==> src/rtl/dsi_packet_disassembler.sv <==
// Receive-side DSI packet parser for one HS data lane.
// Splits the sync-stripped byte stream into short and long packets, checks the
// 6-bit header ECC and the CRC-16/CCITT payload checksum, and presents header
// fields and payload bytes to the link layer with one cycle of latency.
module dsi_packet_disassembler #(
  parameter logic [15:0] g_max_wcount = 16'hFFFF
) (
  input  logic        clk_i,
  input  logic        rst_n_i,
  input  logic [7:0]  rx_d_i,
  input  logic        rx_valid_i,
  input  logic        rx_active_i,
  output logic        p_hdr_valid_o,
  output logic        p_islong_o,
  output logic [1:0]  p_vc_o,
  output logic [5:0]  p_type_o,
  output logic [15:0] p_wcount_o,
  output logic [7:0]  p_data_o,
  output logic        p_dvalid_o,
  output logic        p_dlast_o,
  output logic        p_end_o,
  output logic        p_crc_ok_o,
  output logic        err_ecc_o,
  output logic        err_trunc_o
);

  typedef enum logic [2:0] {
    ST_IDLE    = 3'd0,
    ST_HEADER  = 3'd1,
    ST_PAYLOAD = 3'd2,
    ST_CRC     = 3'd3,
    ST_DISCARD = 3'd4
  } state_t;

  // Hamming parity of the 24-bit header {data1, data0, DI}; each mask selects
  // the header bits covered by one parity bit.
  function automatic logic [5:0] calc_ecc(input logic [23:0] hdr);
    logic [5:0] p;
    p[0] = ^(hdr & 24'hF12CB7);
    p[1] = ^(hdr & 24'hF2555B);
    p[2] = ^(hdr & 24'h749A6D);
    p[3] = ^(hdr & 24'hB8E38E);
    p[4] = ^(hdr & 24'hDF03F0);
    p[5] = ^(hdr & 24'hEFFC00);
    return p;
  endfunction

  // One byte of reflected CRC-16/CCITT (x^16+x^12+x^5+1), bit 0 first.
  function automatic logic [15:0] crc_byte(input logic [15:0] crc, input logic [7:0] data);
    logic [15:0] c;
    c = crc;
    for (int i = 0; i < 8; i++) begin
      if (c[0] ^ data[i]) begin
        c = {1'b0, c[15:1]} ^ 16'h8408;
      end else begin
        c = {1'b0, c[15:1]};
      end
    end
    return c;
  endfunction

  // Long data types: low nibble 9 or C..F.
  function automatic logic is_long_type(input logic [5:0] dt);
    return (dt[3:0] == 4'h9) || (dt[3:0] >= 4'hC);
  endfunction

  state_t      state_r;
  logic [1:0]  hdr_cnt_r;
  logic [7:0]  di_r;
  logic [7:0]  d0_r;
  logic [7:0]  d1_r;
  logic [15:0] rem_r;
  logic [15:0] crc_r;
  logic [7:0]  crc_lsb_r;
  logic        crc_cnt_r;

  logic [15:0] wc_s;
  logic        hdr_long_s;
  logic        ecc_ok_s;
  logic        wc_big_s;

  // Header decode: the ECC byte is compared live against the captured header.
  always_comb begin
    wc_s       = {d1_r, d0_r};
    hdr_long_s = is_long_type(di_r[5:0]);
    ecc_ok_s   = (rx_d_i == {2'b00, calc_ecc({d1_r, d0_r, di_r})});
    wc_big_s   = ({1'b0, wc_s} > {1'b0, g_max_wcount});
  end

  // Packet parser FSM with registered pulse and field outputs.
  always_ff @(posedge clk_i or negedge rst_n_i) begin
    if (!rst_n_i) begin
      state_r       <= ST_IDLE;
      hdr_cnt_r     <= 2'd0;
      di_r          <= 8'h00;
      d0_r          <= 8'h00;
      d1_r          <= 8'h00;
      rem_r         <= 16'd0;
      crc_r         <= 16'hFFFF;
      crc_lsb_r     <= 8'h00;
      crc_cnt_r     <= 1'b0;
      p_hdr_valid_o <= 1'b0;
      p_islong_o    <= 1'b0;
      p_vc_o        <= 2'd0;
      p_type_o      <= 6'd0;
      p_wcount_o    <= 16'd0;
      p_data_o      <= 8'h00;
      p_dvalid_o    <= 1'b0;
      p_dlast_o     <= 1'b0;
      p_end_o       <= 1'b0;
      p_crc_ok_o    <= 1'b0;
      err_ecc_o     <= 1'b0;
      err_trunc_o   <= 1'b0;
    end else begin
      p_hdr_valid_o <= 1'b0;
      p_dvalid_o    <= 1'b0;
      p_dlast_o     <= 1'b0;
      p_end_o       <= 1'b0;
      p_crc_ok_o    <= 1'b0;
      err_ecc_o     <= 1'b0;
      err_trunc_o   <= 1'b0;
      case (state_r)
        ST_IDLE: begin
          crc_r <= 16'hFFFF;
          if (rx_active_i && rx_valid_i) begin
            di_r      <= rx_d_i;
            hdr_cnt_r <= 2'd1;
            state_r   <= ST_HEADER;
          end else begin
            state_r <= ST_IDLE;
          end
        end
        ST_HEADER: begin
          if (!rx_active_i) begin
            err_trunc_o <= 1'b1;
            hdr_cnt_r   <= 2'd0;
            state_r     <= ST_IDLE;
          end else if (rx_valid_i) begin
            case (hdr_cnt_r)
              2'd1: begin
                d0_r      <= rx_d_i;
                hdr_cnt_r <= 2'd2;
              end
              2'd2: begin
                d1_r      <= rx_d_i;
                hdr_cnt_r <= 2'd3;
              end
              default: begin
                hdr_cnt_r <= 2'd0;
                if (!ecc_ok_s) begin
                  err_ecc_o <= 1'b1;
                  state_r   <= ST_DISCARD;
                end else if (hdr_long_s && wc_big_s) begin
                  err_trunc_o <= 1'b1;
                  state_r     <= ST_DISCARD;
                end else begin
                  p_hdr_valid_o <= 1'b1;
                  p_islong_o    <= hdr_long_s;
                  p_vc_o        <= di_r[7:6];
                  p_type_o      <= di_r[5:0];
                  p_wcount_o    <= wc_s;
                  if (!hdr_long_s) begin
                    state_r <= ST_IDLE;
                  end else if (wc_s == 16'd0) begin
                    crc_cnt_r <= 1'b0;
                    state_r   <= ST_CRC;
                  end else begin
                    rem_r   <= wc_s;
                    state_r <= ST_PAYLOAD;
                  end
                end
              end
            endcase
          end else begin
            state_r <= ST_HEADER;
          end
        end
        ST_PAYLOAD: begin
          if (!rx_active_i) begin
            err_trunc_o <= 1'b1;
            rem_r       <= 16'd0;
            state_r     <= ST_IDLE;
          end else if (rx_valid_i) begin
            p_data_o   <= rx_d_i;
            p_dvalid_o <= 1'b1;
            crc_r      <= crc_byte(crc_r, rx_d_i);
            if (rem_r != 16'd0) begin
              rem_r <= rem_r - 16'd1;
            end else begin
              rem_r <= 16'd0;
            end
            if (rem_r <= 16'd1) begin
              p_dlast_o <= 1'b1;
              crc_cnt_r <= 1'b0;
              state_r   <= ST_CRC;
            end else begin
              state_r <= ST_PAYLOAD;
            end
          end else begin
            state_r <= ST_PAYLOAD;
          end
        end
        ST_CRC: begin
          if (!rx_active_i) begin
            err_trunc_o <= 1'b1;
            crc_cnt_r   <= 1'b0;
            state_r     <= ST_IDLE;
          end else if (rx_valid_i) begin
            if (!crc_cnt_r) begin
              crc_lsb_r <= rx_d_i;
              crc_cnt_r <= 1'b1;
            end else begin
              p_end_o    <= 1'b1;
              p_crc_ok_o <= ({rx_d_i, crc_lsb_r} == crc_r);
              crc_r      <= 16'hFFFF;
              crc_cnt_r  <= 1'b0;
              state_r    <= ST_IDLE;
            end
          end else begin
            state_r <= ST_CRC;
          end
        end
        ST_DISCARD: begin
          if (!rx_active_i) begin
            state_r <= ST_IDLE;
          end else begin
            state_r <= ST_DISCARD;
          end
        end
        default: begin
          state_r <= ST_IDLE;
        end
      endcase
    end
  end

endmodule

==> config.mk <==
export PLATFORM = sky130hd
export DESIGN_NAME = dsi_packet_disassembler
export DESIGN_NICKNAME = d
export VERILOG_FILES = /design/src/rtl/dsi_packet_disassembler.sv
export SDC_FILE = /design/constraint.sdc
export NUM_CORES = 1
export LEC_CHECK = 0
export ABC_AREA = 1
export CAP_MARGIN = 20
export CORE_ASPECT_RATIO = 0.5
export CORE_MARGIN = 2
export CORE_UTILIZATION = 40
export DETAILED_ROUTE_END_ITERATION = 7
export GPL_ROUTABILITY_DRIVEN = 0
export PLACE_DENSITY_LB_ADDON = 0.1
export SLEW_MARGIN = 20
export SYNTH_ARGS = -nofsm -noshare
export SYNTH_HDL_FRONTEND = slang
export SYNTH_SLANG_ARGS = --single-unit
export TNS_END_PERCENT = 5
==> constraint.sdc <==
create_clock -name clk_i -period 6.5 [get_ports clk_i]
set_input_delay 1.3 -clock clk_i [delete_from_list [all_inputs] [get_ports clk_i]]
set_output_delay 1.3 -clock clk_i [all_outputs]
set_load 0.02 [all_outputs]
== Word level (Yosys, flattened, before mapping) ==
Cells that the tools add are included.
Cells by class
  add/subtract/negate cells: 1
  reduce and logical (&&, ||, !) cells: 28
  multiplexer cells: 105
  eq/ne operators: 28
  bitwise gates (word level): 18
  $lt $le $gt $ge: 2
Operators with widths (count)
  $mux 16: 43
  $reduce_xor 24->1: 6
  $pmux 16 s3: 1
  $mux 1: 42
  $pmux 16 s2: 1
  $mux 3: 10
  $ne 2x2->1 const B: 14
  $not 2->3: 8
  $eq 16x16->1: 1
  $le 16x1->1 const B: 1
  $logic_not 16->1: 1
  $reduce_bool 16->1: 1
  $sub 16x1->16 const B: 1
  $pmux 3 s5: 1
  $reduce_and 4->1: 3
  $reduce_and 11->1: 1
  $ne 3x3->1 const B: 3
  $eq 8x6->1: 1
  $mux 2: 4
  $ne 4x4->1 const B: 2
  $pmux 2 s2: 2
  $reduce_and 8->1: 1
  $xor 1x1->1: 8
  $eq 3x2->1 const B: 2
  other kinds (19): 24
Word-level totals
  bits in registers: 110
  output and inout port bits: 40
  logic and storage cells: 203

== Logic depth before layout (Yosys ltp) ==
Gate-level depths: netlist (run 1).
  word-level depth: 40
  depth in mapped cells: 21
  gate-level depth less buffers: 19

== Least setup slack after synthesis (run 1) ==
Ideal clock, no wire load.
  kind: input to register
  from: input port rx_d_i[0]
  to: register p_wcount_o[0]
  cell stages on the path: 16
  path slack: 3762 ps
  library setup time: 122 ps
  data arrival time: 2616 ps
  buffers on the path: 3
  data required time: 6378 ps
  cell sequence: clkbuf_2 -> xor2_1 -> nand2_1 -> nand2_1 -> inv_1 -> nand3_1 -> nand2_1 -> nand2_2 -> nor2_4 -> nand2_2 -> nor2_4 -> inv_2 -> buf_6 -> buf_6 -> nand2_1 -> o21ai_1
On the way
  word-level cells in the longest chain between the ends: 2
Ends and longest elaborated chain
  from (decl): RTL line 10  | input logic [7:0] rx_d_i,
  $eq 8x6->1: RTL line 86  | ecc_ok_s = (rx_d_i == {2'b00, calc_ecc({d1_r, d0_r, di_r})});
  $reduce_and 5->1 (no source line)
  to (signal assigned): RTL line 161  | p_wcount_o <= wc_s;
  to (decl): RTL line 17  | output logic [15:0] p_wcount_o,
No other way between the ends.
A chain may end at the register's enable or synchronous reset.

== Worst setup path after layout (run 1) ==
  from: input port rx_d_i[2]
  to: register rem_r[9]
On the way
  word-level cells in the longest chain between the ends: 3
Ends and longest elaborated chain
  $eq 8x6->1: RTL line 86
  $ne 2x2->1 (no source line)
  $reduce_and 8->1 (no source line)
  to (signal assigned): RTL line 168  | rem_r <= wc_s;
  to (signal assigned): RTL line 188  | rem_r <= rem_r - 16'd1;
  to (decl): RTL line 72  | logic [15:0] rem_r;
No other way between the ends.

==> metrics.md, run 1 <==
| Metric | Value |
|---|---|
| Worst-Margin Slew | `0.975 ns` |
| Maximum root-to-sink buffer count | `2` |
| Status | `finished clean` |
| Ports | `52` |
| First-pass GRT wire length | `28.2 mm` |
| Mapped Cells | `843` |
| Via count | `5,572` |
| 1st-pass router iterations | `5` |
| Antenna violations before repair | `0` |
| DP Wirelength | `12.7 mm` |
| Cell taking the most area after synthesis | `dfrtp_1` |
| Crit Path Category | `input pin to register` |
| VDD IR max | `0.000182 V` |
| Die ar. | `16,900 um2` |
| Root Driver | `clkbuf_16` |
| Die Wd | `182 um` |
| Mean post-synth cell area | `7.52 um2` |
| Remaining antenna violation count | `0` |
| Core ar. | `15,500 um2` |
| Total track usage | `21.6%` |
| Worst Hold Class | `register to register` |
| CTS tree | `built` |
| CTS H-tree depth | `3` |
| Placed inst area | `6990 um2` |
| Final hold violations | `0` |
| Height of the die | `93.0 um` |
| Post-CTS setup buffer count | `0` |
| Area Overhead vs Synth | `14.7%` |
| Largest net degree at the start of global routing | `57` |
| Final setup violation count | `0` |
| Clock transition at the registers of the reported paths | `0.07 ns` |
| Setup TNS | `0 ns` |
| Lkg Pwr | `3.52 nW` |
| Iteration-0 DRC count of the detailed router | `390` |
| Drc violations | `0` |
| RSZ-0062 raised after global routing | `false` |
| Critical Path AT | `4.11 ns` |
| Hold Buf Count CTS | `0` |
| Seq/Total Area, Yosys | `43.7%` |
| Buffers on Ports | `51` |
| Post-DR wirelength/cell | `15.9 um` |
| Vias in the first global route | `5,318` |
| Floorplan row count | `32` |
| CTS Sinks | `110` |
| F_max | `256 MHz` |
| Final Skew | `0.0109 ns` |
| Critical Path Start Type | `input pin` |
| Layout cells sized above 1 | `7.78%` |
| Power per Cell Area | `397 nW/um2` |
| GRT busiest layer | `met2` |
| Final instance area | `7280 um2` |
| CTS Buf Count | `9` |
| Critical Path Fanout Max | `22` |
| Final Max Slew Viols | `0` |
| Syn_nets | `871` |
| Yosys top cell area share | `37.1%` |
| Met1 Usage GRT | `31.2%` |
| Final period utilization | `60.0%` |
| GR Overflow Total | `0` |
| Synth warn | `0` |
| Ranking of synthesized cells by area | `dfrtp_1, nand2_1, dfstp_2, inv_1, xnor2_1` |
| Max transition margin | `34.7%` |
| M2 GR Usage | `33.4%` |
| Vias/cell | `5.11` |
| Max Cap Violations | `0` |
| Critical path required time | `6.71 ns` |
| #FFs+latches synth | `110` |
| Crit. End Element | `register` |
| Post-synth cell types | `35` |
| Number of nets in the layout | `910` |
| Final wirelength | `17.4 mm` |
| # diodes | `0` |
| Initial Utilization | `41.0%` |
| GRT met3 Usage | `4.48%` |
| Post-Syn Area | `6340 um2` |
| Worst-Skew Late Latency | `0.36 ns` |
| Min cycle time layout | `3.90 ns` |
| Post-CTS Resized | `0` |
| Total power | `2.89 mW` |
-- placed cells by master (no fill, tap or decap), types with 6 or more instances in the layout --
| cell | netlist | routed |
|---|---|---|
| nand3_1 | 47 | 47 |
| clkbuf_16 | 0 | 9 |
| inv_1 | 82 | 82 |
| a31oi_1 | 7 | 7 |
| nand2_1 | 290 | 290 |
| dfstp_2 | 16 | 16 |
| inv_2 | 18 | 18 |
| o21ai_1 | 26 | 26 |
| a22oi_1 | 6 | 6 |
| a21oi_1 | 14 | 14 |
| dfrtp_1 | 94 | 94 |
| nand4_1 | 7 | 7 |
| xor2_1 | 22 | 22 |
| o21ai_0 | 50 | 50 |
| xnor2_1 | 29 | 29 |
| clkdlybuf4s50_1 | 0 | 50 |
| nor2_1 | 45 | 45 |
| o22ai_1 | 15 | 15 |
| ha_1 | 16 | 16 |
-- report_power, final --
group          switching (mW)  internal (mW)
Clock                   0.281          0.269
Combinational           0.903          0.496
Sequential              0.153          0.788
-- synthesized netlist by cell type (all sizes together) --
cell	n
xnor2	29
a31o	1
dfrtp	94
o21ai	80
o211ai	2
and3	1
clkbuf	11
dfstp	16
or2	5
a221oi	3
nand2	292
nor2	49
a21oi	14
nor4	3
a32oi	2
nor3	5
xor2	22
o22ai	15
a22oi	6
inv	100
nand4	7
a31oi	7
o21a	1
buf	15
ha	16
nand3	47
-- final timing paths --
path | from | cells past startpoint | endpoint | slack (ns)
setup / recovery | rx_d_i[2] | 14 | rem_r[9] | 2.60
hold / removal | p_wcount_o[4] | 2 | p_wcount_o[4] | 0.49
setup reg to reg | d0_r[0] | 18 | rem_r[9] | 3.02
hold reg to reg | p_wcount_o[4] | 2 | p_wcount_o[4] | 0.49
max in group asynchronous | rst_n_i | 2 | d1_r[4] | 4.26
min in group asynchronous | rst_n_i | 1 | p_data_o[0] | 0.99
-- through the flow --
stage / worst slack, ns / util, % / cells / hold WS, ns
floorplan: 3.76 / - / 843 / 0.453
global placement: 2.39 / 45.2 / 1075 / 0.462
detailed placement: 2.30 / 45.2 / 1075 / 0.473
CTS: 2.66 / 47.1 / 1091 / 0.492
global route: 2.34 / 47.1 / 1091 / 0.518
finish: 2.60 / 47.1 / 1091 / 0.487
-- routing by layer --
layer / part of all wire (%) / wire length (um) / up-vias
met5: 0 / 0 / -
met2: 42 / 7380 / 145
met3: 5.2 / 900 / 19
li1: - / - / 2768
met4: 1.4 / 236 / 0
met1: 51 / 8870 / 2640
-- cells by family after synthesis --
| family | synth area share, % |
|---|---|
| adders and majority gates | 3.16 |
| and+or+nand+nor | 26.3 |
| xor gates and xnor gates | 7.04 |
| AOI/OAI and AO/OA | 11.7 |
| DFF | 43.7 |
| buffers and inverters | 8.11 |
-- worst max-delay path, stage by stage --
cell and delay [ns]:
clkdlybuf4s50_1 0.64, inv_2 0.13, nand2_1 0.08, nand2_1 0.06, xor2_1 0.19, inv_1 0.06
nand2_1 0.06, nand3_1 0.08, nor2_2 0.17, nand3_1 0.09, nand2_1 0.38, nand2_1 0.59
nand2_1 0.19, o21ai_1 0.08
-- area by class of cell --
class                           count  area [um2]
Clock inverter                      6        57.6
Tap cell                          204         255
Timing Repair Buffer               54         531
Inverter                          100         375
Fill cell                        1549        8180
Sequential cell                   110        2770
Multi-Input combinational cell    607        3060
Clock buffer                       10         229
-- state kept, by name, summed over array words and instances, names as in the netlist, 2 cells and up --
| signal | count |
|---|---|
| rem_r | 16 |
| crc_r | 16 |
| hdr_cnt_r | 2 |
| p_wcount_o | 16 |
| di_r | 8 |
| d1_r | 8 |
| p_data_o | 8 |
| p_vc_o | 2 |
| crc_lsb_r | 8 |
| d0_r | 8 |
| state_r | 3 |
| p_type_o | 6 |
Note: power is estimated with default switching activity, not from simulation.
==> inputs of run 2 (changes only) <==
==> constraint.sdc (replaced) <==
create_clock -name clk_i -period 3.9 [get_ports clk_i]
set_input_delay 0.78 -clock clk_i [delete_from_list [all_inputs] [get_ports clk_i]]
set_output_delay 0.78 -clock clk_i [all_outputs]
set_load 0.02 [all_outputs]
==> run 2 against run 1 <==
Net effect:
- first-iteration DRC count up 4.4%
- sequential share of layout area down 0.41 points
- combinational power up 68%
- design area up 1.1%
- register-to-register slack worse by 2.1 ns
- critical path depth up 4
- die area unchanged
- global-route usage up 0.65 points
- non-clock buffer count up 9
- highest routed layer unchanged
- via count down 0.32%
==> metrics.md, run 2 (synthesis results as in run 1) <==
| Metric | Value |
|---|---|
| Combinational fraction of design power | `48.3% (about the same)` |
| Antenna violations before repair | `0 (unchanged)` |
| CTS Buf Count | `9 (unchanged)` |
| Vias in the first global route | `5,300 (-0.34%)` |
| Worst Setup EP | `rem_r[11]` |
| Via count | `5,554 (-0.32%)` |
| R2R Path End | `rem_r[11]` |
| FF-to-FF path depth | `18 (unchanged)` |
| First-pass GRT wire length | `28.7 mm (+1.6%)` |
| Crit-path slowest cell | `nand2_1` |
| CP startpoint | `d0_r[0]` |
| CP top delay family | `simple AND/OR/NAND/NOR gates` |
| Worst path depth | `18 (+4)` |
| Final period utilization | `76.4%` |
| Switching Fraction | `45.2% (-1.0 points)` |
| Status | `finished clean` |
| Dpl cells | `1,084 (+0.84%)` |
| Post-CTS setup buffer count | `0 (unchanged)` |
| Post-CTS Resized | `0 (unchanged)` |
| Final Skew | `0.0114 ns (+0.000481 ns)` |
| Drc violations | `0 (unchanged)` |
| Critical Path Fanout Max | `22 (unchanged)` |
| Bufs and invs on worst path | `2 (-1)` |
| Min cycle time layout | `2.98 ns` |
| Max Cap Violations | `0 (unchanged)` |
| NetSw | `2.20 mW (+65%)` |
| CTS Sinks | `110 (unchanged)` |
| Setup TNS | `0 ns (unchanged)` |
| Max transition margin | `41.7% (+6.9 points)` |
| 1st-pass router iterations | `5 (unchanged)` |
| Remaining antenna violation count | `0 (unchanged)` |
| Root Driver | `clkbuf_16` |
| CP most frequent cell | `nand2_1` |
| Power per Cell Area | `662 nW/um2 (+67%)` |
| Ports | `52 (unchanged)` |
| Fin cells | `1,099 (+0.73%)` |
| Fill cells | `1,586 (+2.4%)` |
| Crit. End Element | `register` |
| Buffers on Ports | `51 (unchanged)` |
| Final hold violations | `0 (unchanged)` |
| Die Wd | `182 um (unchanged)` |
| Die ar. | `16,900 um2 (unchanged)` |
| Height of the die | `93.0 um (unchanged)` |
| Regs by FF count | `crc_r (16), p_wcount_o (16), rem_r (16)` |
| Final Max Slew Viols | `0 (unchanged)` |
| Clk network pwr share | `19.5% (+0.5 points)` |
| Crit Reg-Reg Startpoint | `d0_r[0]` |
| Total track usage | `22.3% (+0.65 points)` |
| Ordered cell list for the critical path | `inv_1 -> ha_1 -> inv_1 -> nand2_1 -> nand2_1 -> nand3_1 -> nand2_1 -> nand2_1 -> nand2_1 -> nand2_1 -> nand2_1 -> nand2_2 -> nor2_4 -> nand3_1 -> nand2_1 -> nand2_1 -> nand2_1 -> o21ai_1` |
| Critical Path AT | `3.20 ns (-0.91 ns)` |
| Commonest cells after routing, fill and taps aside | `nand2_1, dfrtp_1, inv_1` |
| Total power | `4.87 mW (+68%)` |
| Final wirelength | `17.7 mm (+1.8%)` |
| Post-DR wirelength/cell | `16.1 um (+1.1%)` |
| VDD IR max | `0.000256 V (+41%)` |
| Internal | `2.67 mW (+72%)` |
| Iteration-0 DRC count of the detailed router | `407 (+4.4%)` |
| Vias/cell | `5.05 (-1.0%)` |
| Floorplan row count | `32 (unchanged)` |
| RSZ-0062 raised after global routing | `false` |
| Critical Path Start Type | `register` |
| CTS H-tree depth | `3 (unchanged)` |
| Initial Utilization | `41.0% (unchanged)` |
| Worst-Skew Late Latency | `0.36 ns (about the same)` |
| Area Overhead vs Synth | `16.0%` |
| Final setup violation count | `0 (unchanged)` |
| Core ar. | `15,500 um2 (unchanged)` |
| R2R Setup Slk | `0.92 ns (-2.10 ns)` |
| Number of nets in the layout | `919 (+0.99%)` |
| Sequential share of power | `32.2% (-0.4 points)` |
| Lkg Pwr | `3.57 nW (+1.3%)` |
| DP Wirelength | `13.2 mm (+3.9%)` |
| Critical path required time | `4.12 ns (-2.59 ns)` |
| Worst Hold Class | `register to register` |
| Layout cells sized above 1 | `8.72% (+0.94 points)` |
| F_max | `336 MHz` |
| Maximum root-to-sink buffer count | `2 (unchanged)` |
| Largest net degree at the start of global routing | `65 (+14%)` |
| Most common cell after layout, fill and taps aside | `nand2_1` |
| Crit Path Category | `register to register` |
| Hold Buf Count CTS | `0 (unchanged)` |
| Worst-Margin Slew | `0.875 ns (-0.100 ns)` |
| Max stage delay on crit path | `0.44 ns (-0.20 ns)` |
| # diodes | `0 (unchanged)` |
| Clock transition at the registers of the reported paths | `0.08 ns (about the same)` |
| GR Overflow Total | `0 (unchanged)` |
| CTS tree | `built` |
## run 2: worst min path at each step
stage	from	end	cells past startpoint
CTS	p_wcount_o[2]	p_wcount_o[2]	2
global placement	p_type_o[3]	p_type_o[3]	2
global route	p_wcount_o[12]	p_wcount_o[12]	2
finish	p_wcount_o[15]	p_wcount_o[15]	2
floorplan	crc_lsb_r[4]	crc_lsb_r[4]	2
detailed placement	p_data_o[0]	p_data_o[0]	2
## run 2: per-layer routing
layer | track usage [%] | vias up | routed length [um]
met3 | 6.70 | 12 | 1070
met5 | 0 | - | 0
met1 | 32.6 | 2645 | 9200
met4 | 3.97 | 0 | 120
li1 | - | 2783 | -
met2 | 32.7 | 114 | 7320
## run 2: layout make-up
| type | instances | area (um2) | share of cell area (%) |
|---|---|---|---|
| Clock buffer | 10 | 239 | 3.25 |
| Inverter | 100 | 375 | 5.10 |
| Timing Repair Buffer | 63 | 598 | 8.13 |
| Multi-Input combinational cell | 607 | 3060 | 41.5 |
| Clock inverter | 5 | 60.1 | 0.816 |
| Tap cell | 204 | 255 | 3.47 |
| Sequential cell | 110 | 2770 | 37.7 |
## run 2: worst min-delay path, cell delays in order (launching register included)
cell and delay [ns]:
dfrtp_1 0.34, nand2_1 0.05, o21ai_1 0.06
## run 2: stage by stage
stage          hold WS, ns  area (um2)  util, %  setup WS [ns]
3_5_place_dp         0.473        7060     45.7          0.664
2_1_floorplan        0.453        6340        -           1.68
3_3_place_gp         0.452        7060     45.7          0.723
6_report             0.486        7360     47.6          0.920
5_1_grt              0.520        7360     47.6          0.556
4_1_cts              0.493        7360     47.6          0.959
## run 2: power by group through the flow
stage / combinational (mW) / clock, mW / sequential [mW]
after CTS: 2.34 / 0.979 / 1.57
after floorplan: 1.82 / 0 / 1.49
final: 2.35 / 0.949 / 1.57
after global routing: 2.67 / 1.01 / 1.61
after detailed placement: 2.33 / 0 / 1.58
after global placement: 2.27 / 0 / 1.58
